### src/rtl/seg_display_arbiter_if.sv
// Message-source handshake into the display arbiter: level request, four digits,
// and the accept pulse / busy status returned by the arbiter.
interface seg_display_arbiter_if;
   logic       msg_req;
   logic [3:0] msg_d0;
   logic [3:0] msg_d1;
   logic [3:0] msg_d2;
   logic [3:0] msg_d3;
   logic       msg_ack;
   logic       busy;

   modport master (
      output msg_req, msg_d0, msg_d1, msg_d2, msg_d3,
      input  msg_ack, busy
   );

   modport slave (
      input  msg_req, msg_d0, msg_d1, msg_d2, msg_d3,
      output msg_ack, busy
   );
endinterface

### src/rtl/seg_display_arbiter.sv
// Shares the 4-digit display between the time readout and one-shot messages:
// each message is held for HOLD_CYCLES, followed by GAP_CYCLES of forced time readout.
module seg_display_arbiter #(
   parameter int         HOLD_CYCLES = 100_000_000,
   parameter int         GAP_CYCLES  = 50_000_000,
   parameter int         BLINK_HALF  = 25_000_000,
   parameter logic [3:0] BLANK_CODE  = 4'hF
) (
   input  logic                        clk,
   input  logic                        rst,
   input  logic [3:0]                  time_d0,
   input  logic [3:0]                  time_d1,
   input  logic [3:0]                  time_d2,
   input  logic [3:0]                  time_d3,
   input  logic                        blink_en,
   seg_display_arbiter_if.slave        msg,
   output logic [3:0]                  bin0,
   output logic [3:0]                  bin1,
   output logic [3:0]                  bin2,
   output logic [3:0]                  bin3
);

   localparam int MAX_CNT = (HOLD_CYCLES > GAP_CYCLES) ?
                            ((HOLD_CYCLES > BLINK_HALF) ? HOLD_CYCLES : BLINK_HALF) :
                            ((GAP_CYCLES  > BLINK_HALF) ? GAP_CYCLES  : BLINK_HALF);
   localparam int CW = $clog2(MAX_CNT) + 1;

   localparam logic [CW-1:0] HOLD_LD  = CW'(HOLD_CYCLES - 1);
   localparam logic [CW-1:0] GAP_LD   = CW'(GAP_CYCLES - 1);
   localparam logic [CW-1:0] BLINK_LD = CW'(BLINK_HALF - 1);

   typedef enum logic [1:0] {S_TIME, S_MSG, S_GAP} state_t;

   state_t        state, state_nxt;
   logic [CW-1:0] hcnt, hcnt_nxt;
   logic [CW-1:0] bcnt;
   logic          phase;
   logic          accept;
   logic [3:0]    m0, m1, m2, m3;
   logic [3:0]    d0, d1, d2, d3;
   logic          ack_r, busy_r;

   always_comb begin
      state_nxt = state;
      hcnt_nxt  = hcnt;
      accept    = 1'b0;
      case (state)
         S_TIME: begin
            if (msg.msg_req) begin
               state_nxt = S_MSG;
               hcnt_nxt  = HOLD_LD;
               accept    = 1'b1;
            end
         end
         S_MSG: begin
            if (hcnt == '0) begin
               state_nxt = S_GAP;
               hcnt_nxt  = GAP_LD;
            end else begin
               hcnt_nxt = hcnt - CW'(1);
            end
         end
         S_GAP: begin
            if (hcnt == '0) state_nxt = S_TIME;
            else            hcnt_nxt  = hcnt - CW'(1);
         end
         default: begin
            state_nxt = S_TIME;
            hcnt_nxt  = '0;
         end
      endcase

      // Digit source follows the state being entered, so the accept edge already shows the message
      if (accept) begin
         d0 = msg.msg_d0; d1 = msg.msg_d1; d2 = msg.msg_d2; d3 = msg.msg_d3;
      end else if (state_nxt == S_MSG) begin
         d0 = m0; d1 = m1; d2 = m2; d3 = m3;
      end else if (phase) begin
         d0 = time_d0; d1 = time_d1; d2 = time_d2; d3 = time_d3;
      end else begin
         d0 = BLANK_CODE; d1 = BLANK_CODE; d2 = BLANK_CODE; d3 = BLANK_CODE;
      end
   end

   always_ff @(posedge clk) begin
      if (rst) begin
         state  <= S_TIME;
         hcnt   <= '0;
         bcnt   <= '0;
         phase  <= 1'b1;
         m0     <= 4'h0; m1 <= 4'h0; m2 <= 4'h0; m3 <= 4'h0;
         bin0   <= 4'h0; bin1 <= 4'h0; bin2 <= 4'h0; bin3 <= 4'h0;
         ack_r  <= 1'b0;
         busy_r <= 1'b0;
      end else begin
         state  <= state_nxt;
         hcnt   <= hcnt_nxt;
         ack_r  <= accept;
         busy_r <= (state_nxt == S_MSG);
         bin0   <= d0; bin1 <= d1; bin2 <= d2; bin3 <= d3;
         if (accept) begin
            m0 <= msg.msg_d0; m1 <= msg.msg_d1; m2 <= msg.msg_d2; m3 <= msg.msg_d3;
         end
         // Blink counter runs regardless of state; only the digit mux ignores it in MSG
         if (!blink_en) begin
            bcnt  <= '0;
            phase <= 1'b1;
         end else if (bcnt == BLINK_LD) begin
            bcnt  <= '0;
            phase <= ~phase;
         end else begin
            bcnt  <= bcnt + CW'(1);
         end
      end
   end

   assign msg.msg_ack = ack_r;
   assign msg.busy    = busy_r;

endmodule

### src/flat_wrapper.sv
// flat-port wrapper written by rule: the top's interface ports become plain ports
module seg_display_arbiter_flat 
#(
   parameter int         HOLD_CYCLES = 100_000_000,
   parameter int         GAP_CYCLES  = 50_000_000,
   parameter int         BLINK_HALF  = 25_000_000,
   parameter logic [3:0] BLANK_CODE  = 4'hF
)
  (clk, rst, time_d0, time_d1, time_d2, time_d3, blink_en, bin0, bin1, bin2, bin3, msg_msg_req, msg_msg_d0, msg_msg_d1, msg_msg_d2, msg_msg_d3, msg_msg_ack, msg_busy);
  seg_display_arbiter_if msg_i ();
  input  logic clk;
  input  logic rst;
  input  logic [3:0] time_d0;
  input  logic [3:0] time_d1;
  input  logic [3:0] time_d2;
  input  logic [3:0] time_d3;
  input  logic blink_en;
  output logic [3:0] bin0;
  output logic [3:0] bin1;
  output logic [3:0] bin2;
  output logic [3:0] bin3;
  input wire logic [$bits(msg_i.msg_req)-1:0] msg_msg_req;
  input wire logic [$bits(msg_i.msg_d0)-1:0] msg_msg_d0;
  input wire logic [$bits(msg_i.msg_d1)-1:0] msg_msg_d1;
  input wire logic [$bits(msg_i.msg_d2)-1:0] msg_msg_d2;
  input wire logic [$bits(msg_i.msg_d3)-1:0] msg_msg_d3;
  output wire logic [$bits(msg_i.msg_ack)-1:0] msg_msg_ack;
  output wire logic [$bits(msg_i.busy)-1:0] msg_busy;
  assign msg_i.msg_req = msg_msg_req;
  assign msg_i.msg_d0 = msg_msg_d0;
  assign msg_i.msg_d1 = msg_msg_d1;
  assign msg_i.msg_d2 = msg_msg_d2;
  assign msg_i.msg_d3 = msg_msg_d3;
  assign msg_msg_ack = msg_i.msg_ack;
  assign msg_busy = msg_i.busy;
  seg_display_arbiter #(.HOLD_CYCLES(HOLD_CYCLES), .GAP_CYCLES(GAP_CYCLES), .BLINK_HALF(BLINK_HALF), .BLANK_CODE(BLANK_CODE)) u_core (.clk(clk), .rst(rst), .time_d0(time_d0), .time_d1(time_d1), .time_d2(time_d2), .time_d3(time_d3), .blink_en(blink_en), .msg(msg_i), .bin0(bin0), .bin1(bin1), .bin2(bin2), .bin3(bin3));
endmodule
### config.mk
export PLATFORM = sky130hd
export DESIGN_NAME = seg_display_arbiter_flat
export DESIGN_NICKNAME = d
export VERILOG_FILES = /design/src/rtl/seg_display_arbiter_if.sv /design/src/rtl/seg_display_arbiter.sv /design/src/flat_wrapper.sv
export SDC_FILE = /design/constraint.sdc
export NUM_CORES = 1
export LEC_CHECK = 0
export ABC_AREA = 1
export CORE_ASPECT_RATIO = 1.2
export CORE_MARGIN = 1
export CORE_UTILIZATION = 40
export DETAILED_ROUTE_END_ITERATION = 10
export MAX_ROUTING_LAYER = met4
export PLACE_DENSITY = 0.65
export SLEW_MARGIN = 15
export SYNTH_ARGS = -nofsm -noshare
export SYNTH_HDL_FRONTEND = slang
export SYNTH_SLANG_ARGS = --single-unit
### constraint.sdc
create_clock -name clk -period 1.8 [get_ports clk]
set_input_delay 0.27 -clock clk [delete_from_list [all_inputs] [get_ports clk]]
set_output_delay 0.27 -clock clk [all_outputs]
set_load 0.1 [all_outputs]
==> results of run 1 <==
[per-stage QoR]
stage	setup TNS [ns]	cell area, um^2
final	0	6370
after global placement	-2.71	5820
after global routing	-1.16	6370
after detailed placement	-2.86	5820
after CTS	0	6120
after floorplan	0	4710
[per-layer routing]
layer,track usage,routed length [um]
met1,0.238,5410
met5,-,0
met4,0.0806,352
met3,0.0341,344
met2,0.386,6680
[report_power, final]
part	switching (mW)	internal, mW
Clock	0.862	0.997
Sequential	0.0633	2.17
Combinational	0.818	0.503
[cell families (layout without fill, tap and decap cells)]
| logic type | count (synthesis) | after routing |
|---|---|---|
| AND/OR/NAND/NOR | 400 | 401 |
| AO/OA/AOI/OAI | 108 | 108 |
| flip-flops | 93 | 93 |
| buffers and inverters | 88 | 209 |
| XOR/XNOR | 22 | 22 |
| adder cells (fa/ha/maj) | 3 | 3 |
[layout by cell type (no fill, tap or decap), types with 12 or more instances in the layout]
cell and count:
a21oi_1 52, buf_4 80, clkdlybuf4s50_1 35, dfxtp_1 90
inv_1 65, nand2_1 211, nand2_2 12, nand3_1 25
nand4_1 13, nor2_1 80, nor2_2 16, nor3_1 17
o21ai_0 46, xor2_1 13
[registers in the layout, summed over array words and instances (netlist names), 2 cells and up]
| register | flops |
|---|---|
| u_core.bcnt | 28 |
| u_core.bin0 | 4 |
| u_core.bin1 | 4 |
| u_core.bin2 | 4 |
| u_core.bin3 | 4 |
| u_core.hcnt | 28 |
| u_core.m0 | 4 |
| u_core.m1 | 4 |
| u_core.m2 | 4 |
| u_core.m3 | 4 |
| u_core.state | 2 |
[layout make-up]
| type | count | share of cell area |
|---|---|---|
| clock buffers | 10 | 0.0375 |
| clock inverters | 6 | 0.00825 |
| inverters | 68 | 0.0401 |
| multi-input cells | 534 | 0.409 |
| flip-flops and latches | 93 | 0.293 |
| well taps | 157 | 0.0308 |
| repair buffers | 125 | 0.181 |
[worst max-delay path: stages, from the launching register on]
cell	delay, ns
dfxtp_1	0.34
nor2_4	0.16
nand2_2	0.08
nor2_4	0.14
nand2_2	0.10
nor2_4	0.13
nand2_2	0.08
nand2_4	0.16
buf_12	0.12
clkbuf_16	0.16
nand2_1	0.05
a21oi_1	0.13
[cell usage after synthesis (all sizes together) (4+ instances only)]
cell,n
a21oi,53
o21bai,4
dfxtp,93
nand4,13
inv,68
clkbuf,7
xnor2,9
o21ai,48
xor2,13
nand2,224
nor3,21
buf,13
nand3,26
nor2,103
or2,4
[how the worst min path moves through the flow]
| stage | to | slack, ns | cells after the start |
|---|---|---|---|
| floorplan | u_core.bcnt[0] | 0.42 | 1 |
| global placement | u_core.bcnt[0] | 0.43 | 1 |
| detailed placement | u_core.bcnt[0] | 0.44 | 1 |
| CTS | u_core.bcnt[0] | 0.46 | 1 |
| global route | u_core.bcnt[0] | 0.43 | 1 |
| finish | u_core.bcnt[0] | 0.42 | 1 |
[repair_timing]
action | 4_1_cts | 5_1_grt
gates cloned | 0 | 3
resized for setup | 4 | 44
setup endpoints to repair | 22 | 71
pin swaps | 0 | 12
hold buffers | 0 | 0
buffers inserted | 0 | 4
==> impl_metrics.toml, run 1 <==
[cts]
cts.sinks = 93
worstSkewPairLatency_ns = 0.34
clkTransAtPathRegs_ns = 0.07
htreeDepth = 3
cts_max_path_buffers = 2
cts_tree = "done"
root_buffer = "clkbuf_16"
cts_buffers = 9

[critical_path]
critPathLaunchType = "register"
path_class = "register to register"
reg2reg_depth = 11
critPathLaunch = "u_core.hcnt[21]"
cp.required_ns = 2.07
reg2reg_slack_ns = 0.06
worst_ep_arrival_time_ns = 2.01
worst_r2r_endpoint = "u_core.hcnt[3]"
reg2reg_from = "u_core.hcnt[21]"
crit_path_end_kind = "register"
crit_end = "u_core.hcnt[3]"
crit_fanout = 14

[hold_path]
hp-class = "register to register"
hold_start = "u_core.bcnt[0]"

[drt]
drtIter0Drc = 167
ant_nets = 0
wirelength_um = 12800
drtPass1Iterations = 5
vias = 4894
wire_per_inst_um = 12.9
via_per_inst = 4.93
drc = 0

[global_routing]
antenna_found_initial = 0
grt_pass1_vias = 4684
track_usage = 0.216
grt.overflow.total = 0
grt_pass1_wl_um = 20400
grt_max_degree = 37

[finish]
diodes = 0
drive_gt1_frac = 0.196
final_core_util = 0.553
nNetsFinal = 870
nFillCells = 1159
ff_latch_area_mm2 = 0.00187
fin_cells = 993
syn_to_final_growth_pct = 35.3
multi_input_area_mm2 = 0.00261

[yosys]
avgSynthCellArea_um2 = 6.59
async_reset_ff_frac = 0
synth_top_area_frac = 0.395
synthSimpleGateAreaFrac = 0.358
synthAdderAreaFrac = 0.00797
yosysWarnings = 0
muxShareOfSynthArea = 0
ys_seq_elements = 93
synth_area_leaders = "dfxtp_1 (40%), nand2_1 (18%), nor2_1 (7.3%), a21oi_1 (5.6%), inv_1 (5.3%)"
synth_xor_area_frac = 0.0409
syn_inst = 714
synth_nets = 753
synth_top_area_cell = "dfxtp_1"
netlist_area_mm2 = 0.00471
synthDistinctLibCells = 31
synth_flop_cell = "dfxtp_1"
synth_edf_count = 0
ys_seq_area_frac = 0.395
synth_top_family_by_area = "simple AND/OR/NAND/NOR gates"
synth_compound_area_frac = 0.118

[pwr]
p_leak_nw = 2.65
total_power_mw = 5.41
powerDensity_mw_per_mm2 = 850
ir_drop_mv = 0.616

[placement]
gp_congestion = 0.921
place_inst = 970
pre_cts_slack_ns = -0.225
hpwlAfterDp_um = 9130
numPortBuffers = 53

[timing]
hold_viol_final = 0
worst_pin_slew_ns = 0.458
rsz0062_at_grt = "yes"
holdWs_ns = 0.425
fmax_mhz = 576
min_period_ns = 1.74
drv_slew = 0
finalCritPeriodShare = 0.965
setup_ws_ns = 0.0636
relSlewSlack = 0.694
fin_skew_ns = 0.00621
setup_viol = 0

[floorplanning]
start_util = 0.409
die_h_um = 121
io_pins = 54
die_w_um = 101
num_rows = 43
die_area_mm2 = 0.0122
core_region_area_mm2 = 0.0115

[job]
drv_cap = 0

[status]
status = "finished clean"
(Power assumes the default switching activity.)
==> inputs of run 2 (changes only) <==
--- a/config.mk
+++ b/config.mk
@@ -6,7 +6,7 @@
 export NUM_CORES = 1
 export LEC_CHECK = 0
 export ABC_AREA = 1
-export CORE_ASPECT_RATIO = 1.2
+export CORE_ASPECT_RATIO = 0.9
 export CORE_MARGIN = 1
 export CORE_UTILIZATION = 40
 export DETAILED_ROUTE_END_ITERATION = 10
==> impl_metrics.toml, run 2 (same netlist as run 1, synthesis figures left out) <==
[finish]
diodes = 0
syn_to_final_growth_pct = 34.5
largestRegisters = "u_core.bcnt: 28 flops, u_core.hcnt: 28 flops"
final_common_cell = "nand2_1"
final_cell_mix = "nand2_1 (212), dfxtp_1 (89), nor2_1 (80), buf_4 (78), inv_1 (64)"
nNetsFinal = 868
drive_gt1_frac = 0.192
nFillCells = 1118

[critical_path]
cpPeakStageDelay_ns = 0.33
critPathLaunch = "u_core.hcnt[23]"
path_cells = "nor2_2 > nand2_2 > nor2_4 > nand2_4 > nor2_4 > nand2_2 > nand2_4 > buf_4 > clkbuf_16 > nand2_1 > a21oi_2"
critPathLaunchType = "register"
crit_fanout = 5
cp_slowest_cell = "dfxtp_1"
reg2reg_slack_ns = 0.06
crit_path_end_kind = "register"
reg2reg_from = "u_core.hcnt[23]"
reg2reg_depth = 11
path_class = "register to register"
worst_ep_arrival_time_ns = 2.01
cp.required_ns = 2.07
worst_r2r_endpoint = "u_core.hcnt[17]"

[drt]
drtPass1Iterations = 5
wire_per_inst_um = 13.2
wirelength_um = 13100
ant_nets = 0
vias = 4900
via_per_inst = 4.96
drtIter0Drc = 254
drc = 0

[placement]
hpwlAfterDp_um = 9350
pre_cts_slack_ns = -0.270
gp_congestion = 0.910
numPortBuffers = 53

[job]
drv_cap = 0

[floorplanning]
die_w_um = 116
num_rows = 37
core_region_area_mm2 = 0.0114
die_area_mm2 = 0.0122
die_h_um = 105
io_pins = 54
start_util = 0.412

[timing]
setup_ws_ns = 0.0570
setup_viol = 0
min_period_ns = 1.74
rsz0062_at_grt = "yes"
fin_tns_setup_ns = 0
worst_pin_slew_ns = 0.440
hold_viol_final = 0
drv_slew = 0
fmax_mhz = 574
fin_skew_ns = 0.00443
finalCritPeriodShare = 0.968
relSlewSlack = 0.704

[hold_path]
min_to = "u_core.bcnt[0]"
hp-class = "register to register"
min_path_cells = 1
hold_start = "u_core.bcnt[0]"

[pwr]
powerDensity_mw_per_mm2 = 831
ir_drop_mv = 0.531
p_leak_nw = 2.65

[global_routing]
grt_pass1_vias = 4685
antenna_found_initial = 0
grt_max_degree = 29
grt.overflow.total = 0
track_usage = 0.220
grt_pass1_wl_um = 20800

[cts]
worstSkewPairLatency_ns = 0.34
cts_buffers = 9
cts_tree = "done"
cts_max_path_buffers = 2
root_buffer = "clkbuf_16"
htreeDepth = 3
cts.sinks = 93
clkTransAtPathRegs_ns = 0.06
cts_hold_buf = 0

[status]
status = "finished clean"
-- run 2: cell types whose count changed in the layout (fill, tap and decap cells not counted), sizes merged --
cell	previous run	this run
clkinv	1	2
inv	71	69
clkinvlp	2	1
buf	88	86
-- run 2: worst max path at each step --
stage	to	slack (ns)	cells past startpoint
6_report	u_core.hcnt[17]	0.06	11
3_3_place_gp	u_core.hcnt[13]	-0.18	11
4_1_cts	u_core.hcnt[11]	0.002	12
2_1_floorplan	u_core.bcnt[19]	0.17	9
5_1_grt	u_core.hcnt[11]	-0.03	12
3_5_place_dp	u_core.hcnt[5]	-0.27	11
-- run 2: per-stage QoR --
step           total power [mW]  std cells  hold slack [ns]  instance area, um^2  utilization
2_1_floorplan              3.05        714            0.417                 4710            -
3_3_place_gp               3.45        963            0.427                 5780        0.506
3_5_place_dp               3.47        963            0.444                 5780        0.506
4_1_cts                    5.18        977            0.453                 6060        0.530
5_1_grt                    5.48        988            0.440                 6330        0.554
6_report                   5.26        988            0.417                 6330        0.554
-- run 2: report_power, final --
| part | total (mW) | internal (mW) | switching [mW] |
|---|---|---|---|
| registers | 2.23 | 2.17 | 0.0596 |
| logic | 1.33 | 0.500 | 0.828 |
| clock network | 1.71 | 0.921 | 0.784 |
-- run 2: final cells by class --
type | count | area, um^2 | share of cell area
multi-input combinational | 534 | 2630 | 0.414
timing repair buffer | 123 | 1140 | 0.180
clock inverter | 4 | 26.3 | 0.00415
clock buffer | 10 | 229 | 0.0361
sequential | 93 | 1870 | 0.295
inverter | 68 | 255 | 0.0403
tap | 156 | 195 | 0.0308
-- run 2: timing repair --
item | 4_1_cts | 5_1_grt
gates resized for setup | 7 | 46
endpoints found under the setup margin | 39 | 63
gates cloned | 0 | 3
buffers inserted | 0 | 8
pin swaps | 0 | 13
hold endpoints to repair | 0 | 0
-- run 2: metal layers --
| layer | wire length (um) | up-vias | global-route usage |
|---|---|---|---|
| li1 | - | 2506 | - |
| met1 | 5860 | 2243 | 0.264 |
| met2 | 6410 | 124 | 0.366 |
| met3 | 503 | 27 | 0.0365 |
| met4 | 322 | 0 | 0.0824 |
| met5 | 0 | - | - |
-- run 2: worst max-delay path, delay by kind of cell, from the launching register on --
family / cells / cell delay [ns]
AOI/OAI and AO/OA: 1 / 0.13
DFF: 1 / 0.33
and+or+nand+nor: 8 / 0.94
buffers and inverters: 2 / 0.27
==> inputs of run 3 (changes only) <==
==> constraint.sdc (replaced) <==
create_clock -name clk -period 1.8 [get_ports clk]
set_input_delay 0.27 -clock clk [delete_from_list [all_inputs] [get_ports clk]]
set_output_delay 0.27 -clock clk [all_outputs]
set_load 0.05 [all_outputs]
==> impl_metrics.toml, run 3 (same netlist as run 1, synthesis figures left out) <==
[status]
status = "finished clean"

[pwr]
power_switching_mw = 1.60
switching_share = 0.290
p_clk_frac = 0.379
p_int_mw = 3.93
p_leak_nw = 2.64
pwr-share-comb = 0.218
ir_drop_mv = 0.512
powerDensity_mw_per_mm2 = 862
power.share.sequential = 0.403
total_power_mw = 5.53

[placement]
hpwlAfterDp_um = 9170
numPortBuffers = 53
placed_area_mm2 = 0.00581
gp_congestion = 0.951

[drt]
wl_met2_um = 6110
drc = 0
vias = 4868
met3_length_um = 445
drtPass1Iterations = 5
top_layer = "met4"
via_per_inst = 4.91
ant_nets = 0
met1_length_um = 5700
wire_per_inst_um = 12.7
drtIter0Drc = 237
wirelength_um = 12600

[critical_path]
crit_path_end_kind = "output pin"
crit_buf_inv = 1
path_class = "register to output pin"
path_cells = "clkdlybuf4s50_1"
worst_ep_arrival_time_ns = 1.48
critPathLaunchType = "register"
cp_slowest_cell = "clkdlybuf4s50_1"
crit_fanout = 1
cp.required_ns = 1.53
cpPeakStageDelay_ns = 0.81
cp_top_family = "buffers and inverters"

[finish]
largestRegisters = "u_core.bcnt: 28 flops, u_core.hcnt: 28 flops"
final_core_util = 0.561
final_common_cell = "nand2_1"
final_cell_mix = "nand2_1 (215), dfxtp_1 (92), nor2_1 (78), inv_1 (64), buf_4 (63)"
nNetsFinal = 869
syn_to_final_growth_pct = 36.2
postLayoutCellArea_mm2 = 0.00641
drive_gt1_frac = 0.168
diodes = 0

[global_routing]
antenna_found_initial = 0
grt_max_degree = 29
grt.overflow.total = 0
track_usage = 0.224
grt_pass1_wl_um = 21200
grt_pass1_vias = 4738

[cts]
cts.sinks = 93
root_buffer = "clkbuf_16"
worstSkewPairLatency_ns = 0.35
cts_hold_buf = 0
cts_buffers = 9
clkTransAtPathRegs_ns = 0.07
htreeDepth = 3
cts_tree = "done"
cts_max_path_buffers = 2

[floorplanning]
io_pins = 54
die_area_mm2 = 0.0122
die_w_um = 116
num_rows = 37
start_util = 0.412
core_region_area_mm2 = 0.0114
die_h_um = 105

[job]
drv_cap = 0

[timing]
holdWs_ns = 0.412
fmax_mhz = 573
hold_viol_final = 0
relSlewSlack = 0.657
fin_skew_ns = 0.00500
drv_slew = 0
setup_viol = 0
finalCritPeriodShare = 0.970
fin_tns_setup_ns = 0
worst_pin_slew_ns = 0.513
min_period_ns = 1.75

[hold_path]
hp-class = "register to register"
==> run 3: cell types whose count changed in the layout (fill, tap and decap cells not counted), moves of 3 or more <==
cell and delta:
nand2_1 +3, nand2_2 -3, clkdlybuf4s50_1 +17, buf_4 -15, dfxtp_2 -3, dfxtp_1 +3
==> run 3: stage by stage <==
stage                     worst slack [ns]  std cells
after floorplan                      0.171        714
after global placement              -0.177        964
after detailed placement            -0.255        964
after CTS                          -0.0329        980
after global routing               -0.0142        991
final                               0.0536        991
==> run 3: cell type report <==
class | instances | area, um^2
Clock buffer | 9 | 225
Timing Repair Buffer | 125 | 1180
Sequential cell | 93 | 1860
Tap cell | 156 | 195
Multi-Input combinational cell | 533 | 2590
Inverter | 68 | 255
Clock inverter | 7 | 104
Fill cell | 1087 | 5020
==> run 3: power by group through the flow <==
stage,logic [mW],clock network [mW],registers [mW]
final,1.21,2.09,2.23
after global routing,1.32,2.22,2.24
after detailed placement,1.08,0,2.27
after floorplan,0.523,0,2.40
after global placement,1.07,0,2.26
after CTS,1.09,2.13,2.22
==> run 3: per-layer routing <==
layer  up-vias  GRT usage
met2       108      0.359
met5         -          -
met4         0     0.0852
met1      2232      0.278
li1       2507          -
met3        21     0.0418
==> run 3: repair_timing <==
action                                  4_1_cts  5_1_grt
setup buffers                                 0       10
pin swaps                                     0       11
gates resized for setup                       2       43
endpoints found under the setup margin       23       74
cloned                                        0        1
==> run 3: path summary, 6_finish.rpt <==
path,end,slack (ns),from,cells after the start
worst max-delay path,bin3[3],0.05,u_core.bin3[3],1
worst min-delay path,u_core.bcnt[0],0.41,u_core.bcnt[0],1
worst max register to register,u_core.hcnt[8],0.09,u_core.hcnt[9],12
worst min register to register,u_core.bcnt[0],0.41,u_core.bcnt[0],1
